[src/rtl/lfsr_pkg.sv]
// Shared helpers for the LFSR family: maximal-length tap masks and parity.
package lfsr_pkg;

   localparam int MAX_WIDTH = 16;

   // Fibonacci masks, bit i = state bit i feeds the XOR; all maximal-length.
   function automatic logic [MAX_WIDTH-1:0] lfsr_default_taps(input int width);
      logic [MAX_WIDTH-1:0] taps;
      case (width)
         3:       taps = 16'h0006;
         4:       taps = 16'h000C;
         5:       taps = 16'h0014;
         6:       taps = 16'h0030;
         7:       taps = 16'h0060;
         8:       taps = 16'h00B8;
         9:       taps = 16'h0110;
         10:      taps = 16'h0240;
         11:      taps = 16'h0500;
         12:      taps = 16'h0E08;
         13:      taps = 16'h1C80;
         14:      taps = 16'h3802;
         15:      taps = 16'h6000;
         16:      taps = 16'hD008;
         default: taps = 16'h0000;
      endcase
      return taps;
   endfunction

   function automatic logic parity(input logic [MAX_WIDTH-1:0] vec);
      return ^vec;
   endfunction

endpackage

[src/rtl/lfsr_next.sv]
// Combinational Fibonacci step and state parity for a given width and tap mask.
module lfsr_next
   import lfsr_pkg::*;
#(
   parameter int               WIDTH = 7,
   parameter logic [WIDTH-1:0] TAPS  = WIDTH'(lfsr_default_taps(WIDTH))
) (
   input  logic [WIDTH-1:0] state,
   output logic [WIDTH-1:0] next_state,
   output logic             par
);

   assign next_state = {state[WIDTH-2:0], ^(state & TAPS)};
   assign par        = parity(MAX_WIDTH'(state));

endmodule

[src/rtl/lfsr_parity_gen.sv]
// LFSR word source with loadable seed, one-deep output stage, zero-seed
// substitution and measurement of the sequence period.
module lfsr_parity_gen
   import lfsr_pkg::*;
#(
   parameter int               WIDTH = 7,
   parameter logic [WIDTH-1:0] TAPS  = WIDTH'(lfsr_default_taps(WIDTH)),
   parameter logic [WIDTH-1:0] SEED  = WIDTH'(1)
) (
   input  logic             clk,
   input  logic             rst_n,
   input  logic             ena,
   input  logic             load_valid,
   input  logic [WIDTH-1:0] load_data,
   output logic             load_ready,
   output logic             out_valid,
   input  logic             out_ready,
   output logic [WIDTH:0]   out_data,
   output logic             wrap,
   output logic             lockup,
   output logic [WIDTH-1:0] period
);

   localparam logic [WIDTH-1:0] CNT_ONE = WIDTH'(1);

   logic [WIDTH-1:0] s;
   logic [WIDTH-1:0] start;
   logic [WIDTH-1:0] cnt;
   logic [WIDTH-1:0] s_next;
   logic             s_par;
   logic [WIDTH-1:0] seed_val;
   logic             slot_free;
   logic             load_acc;
   logic             advance;

   lfsr_next #(
      .WIDTH (WIDTH),
      .TAPS  (TAPS)
   ) u_next (
      .state      (s),
      .next_state (s_next),
      .par        (s_par)
   );

   // Handshake: a transfer happens on any rising edge where valid && ready.
   // The output slot is free when empty or being drained this cycle; both a
   // load and an advance need it, and a load wins.
   assign slot_free  = !out_valid || out_ready;
   assign load_ready = slot_free;
   assign load_acc   = load_valid && slot_free;
   assign advance    = ena && slot_free && !load_valid;
   assign seed_val   = (load_data == '0) ? SEED : load_data;

   always_ff @(posedge clk or negedge rst_n) begin
      if (!rst_n) begin
         s         <= SEED;
         start     <= SEED;
         cnt       <= '0;
         out_valid <= 1'b0;
         out_data  <= '0;
         wrap      <= 1'b0;
         lockup    <= 1'b0;
         period    <= '0;
      end else begin
         wrap   <= 1'b0;
         lockup <= 1'b0;
         if (load_acc) begin
            s         <= seed_val;
            start     <= seed_val;
            cnt       <= '0;
            out_valid <= 1'b0;
            lockup    <= (load_data == '0);
         end else if (advance) begin
            out_data  <= {s_par, s};
            s         <= s_next;
            out_valid <= 1'b1;
            // Returning to the start value closes one full cycle of the sequence.
            if (s_next == start) begin
               wrap   <= 1'b1;
               period <= cnt + CNT_ONE;
               cnt    <= '0;
            end else begin
               cnt <= cnt + CNT_ONE;
            end
         end else if (out_valid && out_ready) begin
            out_valid <= 1'b0;
         end
      end
   end

endmodule
[config.mk]
export PLATFORM = sky130hd
export DESIGN_NAME = lfsr_parity_gen
export DESIGN_NICKNAME = d
export VERILOG_FILES = /design/src/rtl/lfsr_pkg.sv /design/src/rtl/lfsr_next.sv /design/src/rtl/lfsr_parity_gen.sv
export SDC_FILE = /design/constraint.sdc
export NUM_CORES = 1
export LEC_CHECK = 0
export CORE_ASPECT_RATIO = 1.25
export CORE_MARGIN = 4
export CORE_UTILIZATION = 52
export DETAILED_ROUTE_END_ITERATION = 7
export GPL_TIMING_DRIVEN = 0
export PLACE_DENSITY = 0.79
export SYNTH_ARGS = -nofsm -noshare
export SYNTH_HDL_FRONTEND = slang
export SYNTH_SLANG_ARGS = --single-unit
[constraint.sdc]
create_clock -name clk -period 2 [get_ports clk]
set_input_delay 0.2 -clock clk [delete_from_list [all_inputs] [get_ports clk]]
set_output_delay 0.2 -clock clk [all_outputs]
set_load 0.01 [all_outputs]
* Word-level counts from Yosys, hierarchy flattened
Index checks and enable logic that the tools add are counted.
** Word-level totals
- Output and inout bits :: 19
- Register bits after elaboration :: 39
** Operators by class
- Muxes and demuxes :: 13
- Reduce and logical (&&, ||, !) cells :: 14
- Bitwise operators :: 1
- Add/subtract/negate cells :: 1
- Equal/unequal tests :: 1
** Operators by type and width (count)
- $mux 7 :: 6
- $reduce_xor 16->1 :: 1
- $add 7x1->7 const B :: 1
- $eq 7x7->1 :: 1
- $logic_not 7->1 :: 1
- $mux 1 :: 7
- $reduce_xor 7->1 :: 1
- $logic_and 1x1->1 :: 4
- $reduce_and 3->1 :: 1
- $reduce_bool 3->1 :: 1
- $logic_not 1->1 :: 2
- $reduce_and 2->1 :: 1
- $reduce_bool 2->1 :: 1
- $logic_or 1x1->1 :: 1
- $not 1->1 :: 1

* Logic depth before layout (Yosys ltp)
Gate-level depths: netlist of run 1.
- Depth after elaboration :: 6
- Depth in mapped cells :: 6

* Hierarchy
A second synthesis of run 1 with hierarchy kept.
** Second synthesis, totals
- Cell total of the unflattened synthesis :: 153
- Area, all modules :: 1805.5 µm²
** By module, submodules not included
- lfsr_parity_gen :: instances 1, cells each 143, area each 1697.9 µm², seq. area each 978.4 µm²
- lfsr_next :: instances 1, cells each 10, area each 107.6 µm², seq. area each 0.0 µm²

* Worst setup path before layout of run 1
OpenSTA, ideal clock, no wires.
- Path type :: register -> register
- Start :: register s[6]
- End :: register period[3]
- Cell stages (with the launch flop) :: 6
- Period minus slack after synthesis :: 1.710 ns
- Path buffers :: 1
- Arrival :: 1.585 ns
- Slack :: 0.290 ns
- Data required time :: 1.875 ns
- Cell sequence :: dfrtp_1 xnor3_1 nand3_2 nor3_4 buf_6 mux2_4
** On the way
- Longest elaborated chain between the ends :: 3
** Ends and longest elaborated chain
- start: declaration :: RTL line lfsr_parity_gen.sv:26 : logic [WIDTH-1:0] s;
- start signal: assignment :: RTL line lfsr_parity_gen.sv:68 : s <= seed_val;
- start signal: assignment :: RTL line lfsr_parity_gen.sv:75 : s <= s_next;
- $reduce_xor 7->1 :: RTL line lfsr_next.sv:13 : assign next_state = {state[WIDTH-2:0], ^(state & TAPS)};
- $eq 7x7->1 :: RTL line lfsr_parity_gen.sv:78 : if (s_next == start) begin
- $reduce_and 3->1 (no source line)
- end signal: assignment :: RTL line lfsr_parity_gen.sv:80 : period <= cnt + CNT_ONE;
- end: declaration :: RTL line lfsr_parity_gen.sv:21 : output logic [WIDTH-1:0] period
No other way between the ends.
A chain may end at the register's enable or synchronous reset.

* Worst setup path after layout of run 1
- Start :: register s[0]
- End :: register period[3]
** On the way
- Longest elaborated chain between the ends :: 2
** Ends and longest elaborated chain (RTL line)
- $eq 7x7->1 :: lfsr_parity_gen.sv:78
- $reduce_and 3->1 (no source line)
No other way between the ends.

==> results.sh, run 1 <==
export IMPL_grt_max_degree=40
export IMPL_diodes=0
export IMPL_cp_start_kind="register"
export IMPL_dp_slack_ns=-0.09760
export IMPL_grt_setup_unrepaired="no"
export IMPL_setup_viol=0
export IMPL_viasPerCell=5.424
export IMPL_worst_pin_slew_ns=0.8621
export IMPL_r2r_setup_slack_ns=0.12
export IMPL_path_max_fanout=10
export IMPL_dieWidth_um=60.34
export IMPL_drv_slew=0
export IMPL_drtIter0Drc=36
export IMPL_slowest_stage="dfstp_2"
export IMPL_required_ns=2.18
export IMPL_final_setup_worst_slack_ns=0.1167
export IMPL_ys_ff_latch=39
export IMPL_setup_tns_ns=0
export IMPL_status="finished clean"
export IMPL_synth_distinct_cells=33
export IMPL_die_area_um2=4430
export IMPL_fin_crit_ns=1.883
export IMPL_grt_pass1_wl_mm=6.679
export IMPL_initial_core_util_pct=54.75
export IMPL_antenna_found_initial=0
export IMPL_end_kind="register"
export IMPL_grt_pass1_vias=1463
export IMPL_fmax_mhz=531.0
export IMPL_io_buffers=30
export IMPL_io_pins=31
export IMPL_hold_viol=0
export IMPL_ant_nets=0
export IMPL_n_fill_cell=259
export IMPL_netlist_instances=175
export IMPL_overflow=0
export IMPL_post_cts_resized=0
export IMPL_total_leakage_power_nw=1.062
export IMPL_finClkSkew_ns=0.004626
export IMPL_whs_ns=0.01135
export IMPL_fin_area_um2=2206
export IMPL_crit_path_max_incr_delay_ns=0.58
export IMPL_hold_class="primary input to asynchronous set/reset pin"
export IMPL_wl_mm=3.823
export IMPL_syn_avg_cell_area_um2=10.17
export IMPL_clk_latency_ns=0.29
export IMPL_via_count=1356
export IMPL_yosysWarnings=0
export IMPL_post_dp_cell_area_um2=2122
export IMPL_ys_seq_area_share_pct=54.95
export IMPL_placedCellCount=242
export IMPL_seqCellArea_um2=978.4
export IMPL_arrival_ns=2.07
export IMPL_slew_headroom_pct=42.53
export IMPL_synth_nets=188
export IMPL_multi_input_area_um2=754.5
export IMPL_h_tree_depth=2
export IMPL_wl_per_cell_um=15.29
export IMPL_clk_pin_slew_worst_paths_ns=0.08
export IMPL_drive_gt1_share_pct=10.80
export IMPL_numCtsBuffers=5
export IMPL_cp_cell_sequence="xnor2_1, nand4_1, nor3_4, buf_6, mux2_4"
export IMPL_clkSinkCount=39
export IMPL_clockBufferDepth=2
export IMPL_die_height_um=73.42
export IMPL_row_count=23
export IMPL_final_cells=250
export IMPL_cts_root_buf="clkbuf_8"
export IMPL_cts_tree="yes"
export IMPL_core_area_um2=3252
export IMPL_grt_usage_pct=20.69
export IMPL_area_growth_pct=23.89
export IMPL_crit_type="register to register"
export IMPL_dp_hpwl_mm=2.844
export IMPL_ir_drop_v=0.0006414
export IMPL_cap_viol_max_count=0
export IMPL_worst_r2r_endpoint="period[3]"
export IMPL_rr_worst_depth=5
export IMPL_nets=225
export IMPL_syn_area_um2=1780
export IMPL_post_route_period_util_pct=94.16
export IMPL_place_gp_congestion=0.8194
export IMPL_powerDensity_nw_per_um2=860.9
export IMPL_timing_rr_start="s[0]"
export IMPL_dr_pass1_iters=4
export IMPL_drc_errors=0
## sequential cells by signal, indices dropped and copies added (netlist names)
signal	count
wrap	1
cnt	7
out_data	8
lockup	1
out_valid	1
start	7
s	7
period	7
## cell families (layout without fill, tap and decap cells)
| logic type | Yosys count | count (layout) | share of synthesized area, % |
|---|---|---|---|
| buffers and inverters | 9 | 47 | 2.671 |
| multiplexers | 7 | 7 | 4.989 |
| AND/OR/NAND/NOR | 85 | 85 | 22.00 |
| AO/OA/AOI/OAI | 16 | 16 | 5.060 |
| adder cells (fa/ha/maj) | 1 | 1 | 0.7026 |
| XOR/XNOR | 18 | 18 | 9.627 |
| flip-flops | 39 | 39 | 54.95 |
## worst max-delay path by stage
stage / start / end / cells after the start
6_report: s[0] / period[3] / 5
2_1_floorplan: s[6] / period[3] / 5
5_1_grt: s[0] / period[3] / 5
4_1_cts: s[6] / period[3] / 5
3_3_place_gp: rst_n / start[4] / 1
3_5_place_dp: load_valid / period[3] / 6
## critical path: cells and delay by family, from the launching register on
family	cells	cell delay, ns
simple gates	2	0.55
mux	1	0.30
flops	1	0.58
buf+inv	1	0.21
xor+xnor	1	0.12
## per-stage QoR
step	total power, W	util [%]
floorplan	0.001202	-
global placement	0.001378	65.41
detailed placement	0.001402	65.26
CTS	0.001920	67.83
global route	0.002019	67.83
finish	0.001899	67.83
## per-layer routing
metal / wire, µm / global-route usage, % / vias up / part of all wire, %
met1: 1487 / 24.66 / 649 / 39
met5: 0 / 0 / - / 0
met3: 215 / 6.151 / 11 / 5.6
met2: 2014 / 33.77 / 43 / 53
li1: - / - / 653 / -
met4: 106 / 9.606 / 0 / 2.8
## synthesized netlist by cell type
master	count	area [µm²]
nand3_2	1	10.01
nand2b_1	2	12.51
o21ai_0	8	40.04
buf_4	1	7.510
a31oi_1	2	12.51
nor4_1	1	6.260
and3_1	2	12.51
xnor3_1	1	22.52
buf_2	2	10.01
xor2_1	6	52.55
dfstp_2	2	52.55
nor3_1	4	20.02
nand3_1	10	50.05
inv_1	3	11.26
mux2i_1	1	10.01
and2_0	1	6.260
nand3b_1	3	22.52
nor2b_1	1	6.260
a21o_1	1	7.510
mux2_4	3	45.04
dfrtp_1	37	925.9
buf_6	1	11.26
a221o_1	1	10.01
clkbuf_1	2	7.510
xnor2_1	11	96.34
a21oi_1	4	20.02
nand2_1	53	198.9
or3_1	2	12.51
mux2_2	3	33.78
nor3_4	1	16.27
nand4_1	1	6.260
ha_1	1	12.51
nor2_1	3	11.26
## area by class of cell
class,instances,share of cell area [%]
buffer,6,1.645
clock buffer,5,3.120
clock inverter,3,0.6807
inverter,3,0.5105
multi-input combinational,127,34.20
sequential,39,44.36
tap,37,2.099
timing repair buffer,30,13.39
## where the power goes
part / leakage (nW) / total [W] / switching (W) / internal [W]
registers: 0.499 / 0.000951 / 0.0000682 / 0.000883
clock network: 0.0477 / 0.000520 / 0.000281 / 0.000239
logic: 0.515 / 0.000429 / 0.000206 / 0.000222
total: 1.06 / 0.00190 / 0.000555 / 0.00134
## timing repair
| action | CTS | global route |
|---|---|---|
| setup buffers | 0 | 0 |
| hold buffers | 0 | 0 |
| hold endpoints to repair | 0 | 0 |
| endpoints found under the setup margin | 0 | 1 |
## placed cells by master (no fill, tap or decap), types with 3 or more instances in the layout
master	count
mux2_4	3
clkinv_2	3
buf_2	3
dfrtp_1	37
inv_1	3
nand3_1	10
nor3_1	4
xor2_1	6
clkbuf_8	5
clkdlybuf4s50_1	29
xnor2_1	11
a21oi_1	4
nand3b_1	3
o21ai_0	8
mux2_2	3
nor2_1	3
nand2_1	53
Power figures use the tool's default switching activity.
==> run 2, diff against run 1 <==
--- a/config.mk
+++ b/config.mk
@@ -5,6 +5,7 @@
 export SDC_FILE = /design/constraint.sdc
 export NUM_CORES = 1
 export LEC_CHECK = 0
+export CAP_MARGIN = 10
 export CORE_ASPECT_RATIO = 1.25
 export CORE_MARGIN = 4
 export CORE_UTILIZATION = 52
==> results of run 2 <==
Final layout, timing and power as in run 1 (identical DEF).
==> run 3, diff against run 2 <==
--- a/config.mk
+++ b/config.mk
@@ -8,10 +8,11 @@
 export CAP_MARGIN = 10
 export CORE_ASPECT_RATIO = 1.25
 export CORE_MARGIN = 4
-export CORE_UTILIZATION = 52
+export CORE_UTILIZATION = 54
+export CTS_BUF_LIST = sky130_fd_sc_hd__clkbuf_2
 export DETAILED_ROUTE_END_ITERATION = 7
 export GPL_TIMING_DRIVEN = 0
-export PLACE_DENSITY = 0.79
+export PLACE_DENSITY = 0.81
 export SYNTH_ARGS = -nofsm -noshare
 export SYNTH_HDL_FRONTEND = slang
 export SYNTH_SLANG_ARGS = --single-unit
==> results.sh, run 3 (synthesis results as in run 1) <==
export IMPL_end_kind="register"
export IMPL_die_height_um=72.20
export IMPL_dp_hpwl_mm=2.751
export IMPL_finClkSkew_ns=0.01263
export IMPL_worst_pin_slew_ns=0.8463
export IMPL_grt_busiest_layer="met2"
export IMPL_via_count=1333
export IMPL_drive_gt1_share_pct=10.28
export IMPL_dp_slack_ns=-0.08874
export IMPL_ir_drop_v=0.0005860
export IMPL_final_common_cell="nand2_1"
export IMPL_antenna_found_initial=0
export IMPL_clkSinkCount=39
export IMPL_regMostFlops="out_data"
export IMPL_post_dp_cell_area_um2=2122
export IMPL_ant_nets=0
export IMPL_hold_viol=0
export IMPL_mostFrequentLayoutCells="nand2_1, dfrtp_1, clkdlybuf4s50_1"
export IMPL_final_setup_worst_slack_ns=0.1004
export IMPL_post_route_period_util_pct=94.98
export IMPL_nets=226
export IMPL_wl_mm=3.678
export IMPL_row_count=23
export IMPL_required_ns=2.30
export IMPL_area_growth_pct=22.00
export IMPL_powerDensity_nw_per_um2=786.7
export IMPL_largest_register_ffs=8
export IMPL_grt_pass1_wl_mm=6.203
export IMPL_grtUsageMet3_pct=4.448
export IMPL_status="finished clean"
export IMPL_numCtsBuffers=5
export IMPL_die_area_um2=4286
export IMPL_power_w=0.001709
export IMPL_wl_per_cell_um=14.65
export IMPL_io_buffers=30
export IMPL_hold_class="primary input to register"
export IMPL_clk_latency_ns=0.39
export IMPL_grt_pass1_vias=1425
export IMPL_drc_errors=0
export IMPL_cap_viol_max_count=0
export IMPL_core_area_um2=3194
export IMPL_arrival_ns=2.20
export IMPL_cts_tree="yes"
export IMPL_dieWidth_um=59.36
export IMPL_clockBufferDepth=2
export IMPL_setup_viol=0
export IMPL_cp_start_kind="register"
export IMPL_dr_pass1_iters=4
export IMPL_overflow=0
export IMPL_crit_type="register to register"
export IMPL_place_gp_congestion=0.8201
export IMPL_drtIter0Drc=29
export IMPL_grt_usage_pct=19.28
export IMPL_h_tree_depth=2
export IMPL_grt_setup_unrepaired="no"
export IMPL_path_max_fanout=10
export IMPL_total_leakage_power_nw=1.047
export IMPL_fmax_mhz=526.4
export IMPL_grt_max_degree=40
export IMPL_viasPerCell=5.311
export IMPL_diodes=0
export IMPL_fin_area_um2=2172
export IMPL_slew_headroom_pct=43.58
export IMPL_io_pins=31
export IMPL_grt_use_met2_pct=33.29
export IMPL_drv_slew=0
export IMPL_initial_core_util_pct=55.74
export IMPL_cts_root_buf="clkbuf_2"
export IMPL_fin_crit_ns=1.900
export IMPL_clk_pin_slew_worst_paths_ns=0.19
export IMPL_use_met1_pct=21.43
==> run 3: cell types whose count changed in the layout (fill, tap and decap cells not counted) <==
cell,previous run,this run
clkbuf_2,0,6
nor2b_1,1,0
clkbuf_8,5,0
nor2b_2,0,1
dlygate4sd3_1,0,1
clkinv_2,3,0
clkinv_1,0,2
==> run 3: report_power, final <==
part	leakage (nW)	total [W]	internal (W)	switching, W
Sequential	0.499	0.000952	0.000882	0.0000696
Combinational	0.520	0.000423	0.000224	0.000199
Clock	0.0281	0.000333	0.0000842	0.000249
Total	1.05	0.00171	0.00119	0.000518
==> run 3: per-stage QoR <==
| step | setup TNS (ns) | utilization [%] | hold slack (ns) | std cells |
|---|---|---|---|---|
| final | 0 | 68.00 | 0.3684 | 251 |
| after floorplan | 0 | - | -0.09559 | 175 |
| after CTS | 0 | 67.92 | 0.3409 | 251 |
| after global placement | -5.799 | 66.59 | 0.4618 | 242 |
| after detailed placement | -0.2670 | 66.43 | 0.3575 | 242 |
| after global routing | 0 | 68.00 | 0.3455 | 251 |
==> run 3: final timing paths <==
| path | depth (start not counted) | from | slack [ns] | end |
|---|---|---|---|---|
| setup / recovery | 5 | s[0] | 0.10 | period[3] |
| hold / removal | 2 | load_data[0] | 0.37 | lockup |
| setup reg to reg | 5 | s[0] | 0.10 | period[3] |
| hold reg to reg | 2 | out_data[6] | 0.50 | out_data[6] |
| max in group asynchronous | 2 | rst_n | 1.03 | s[2] |
| min in group asynchronous | 2 | rst_n | 0.43 | cnt[4] |
==> run 3: repair_timing <==
action	CTS	global route
setup buffers	0	0
endpoints found under the setup margin	0	4
endpoints found under the hold margin	37	0
gates resized for setup	0	1
hold buffers	1	0
==> run 3: worst max-delay path, cell delays in order (launching register included) <==
cell and delay (ns):
dfstp_2 0.62, xnor2_1 0.13, nand4_1 0.18, nor3_4 0.37, buf_6 0.21, mux2_4 0.30
==> run 3: area by class of cell <==
cell class                 instances  area, µm²
buffer                             6      36.28
inverter                           3      11.26
clock inverter                     2      7.507
sequential                        39      978.4
multi-input combinational        127      757.0
fill                             253       1022
timing repair buffer              31      305.3
tap                               37      46.29
clock buffer                       6      30.03
==> run 3: metal layers <==
layer,part of all wire [%],up-vias,wire length [µm]
li1,-,657,-
met1,39,633,1428
met2,53,32,1966
met3,4.6,11,168
met4,3.1,0,115
met5,0,-,0
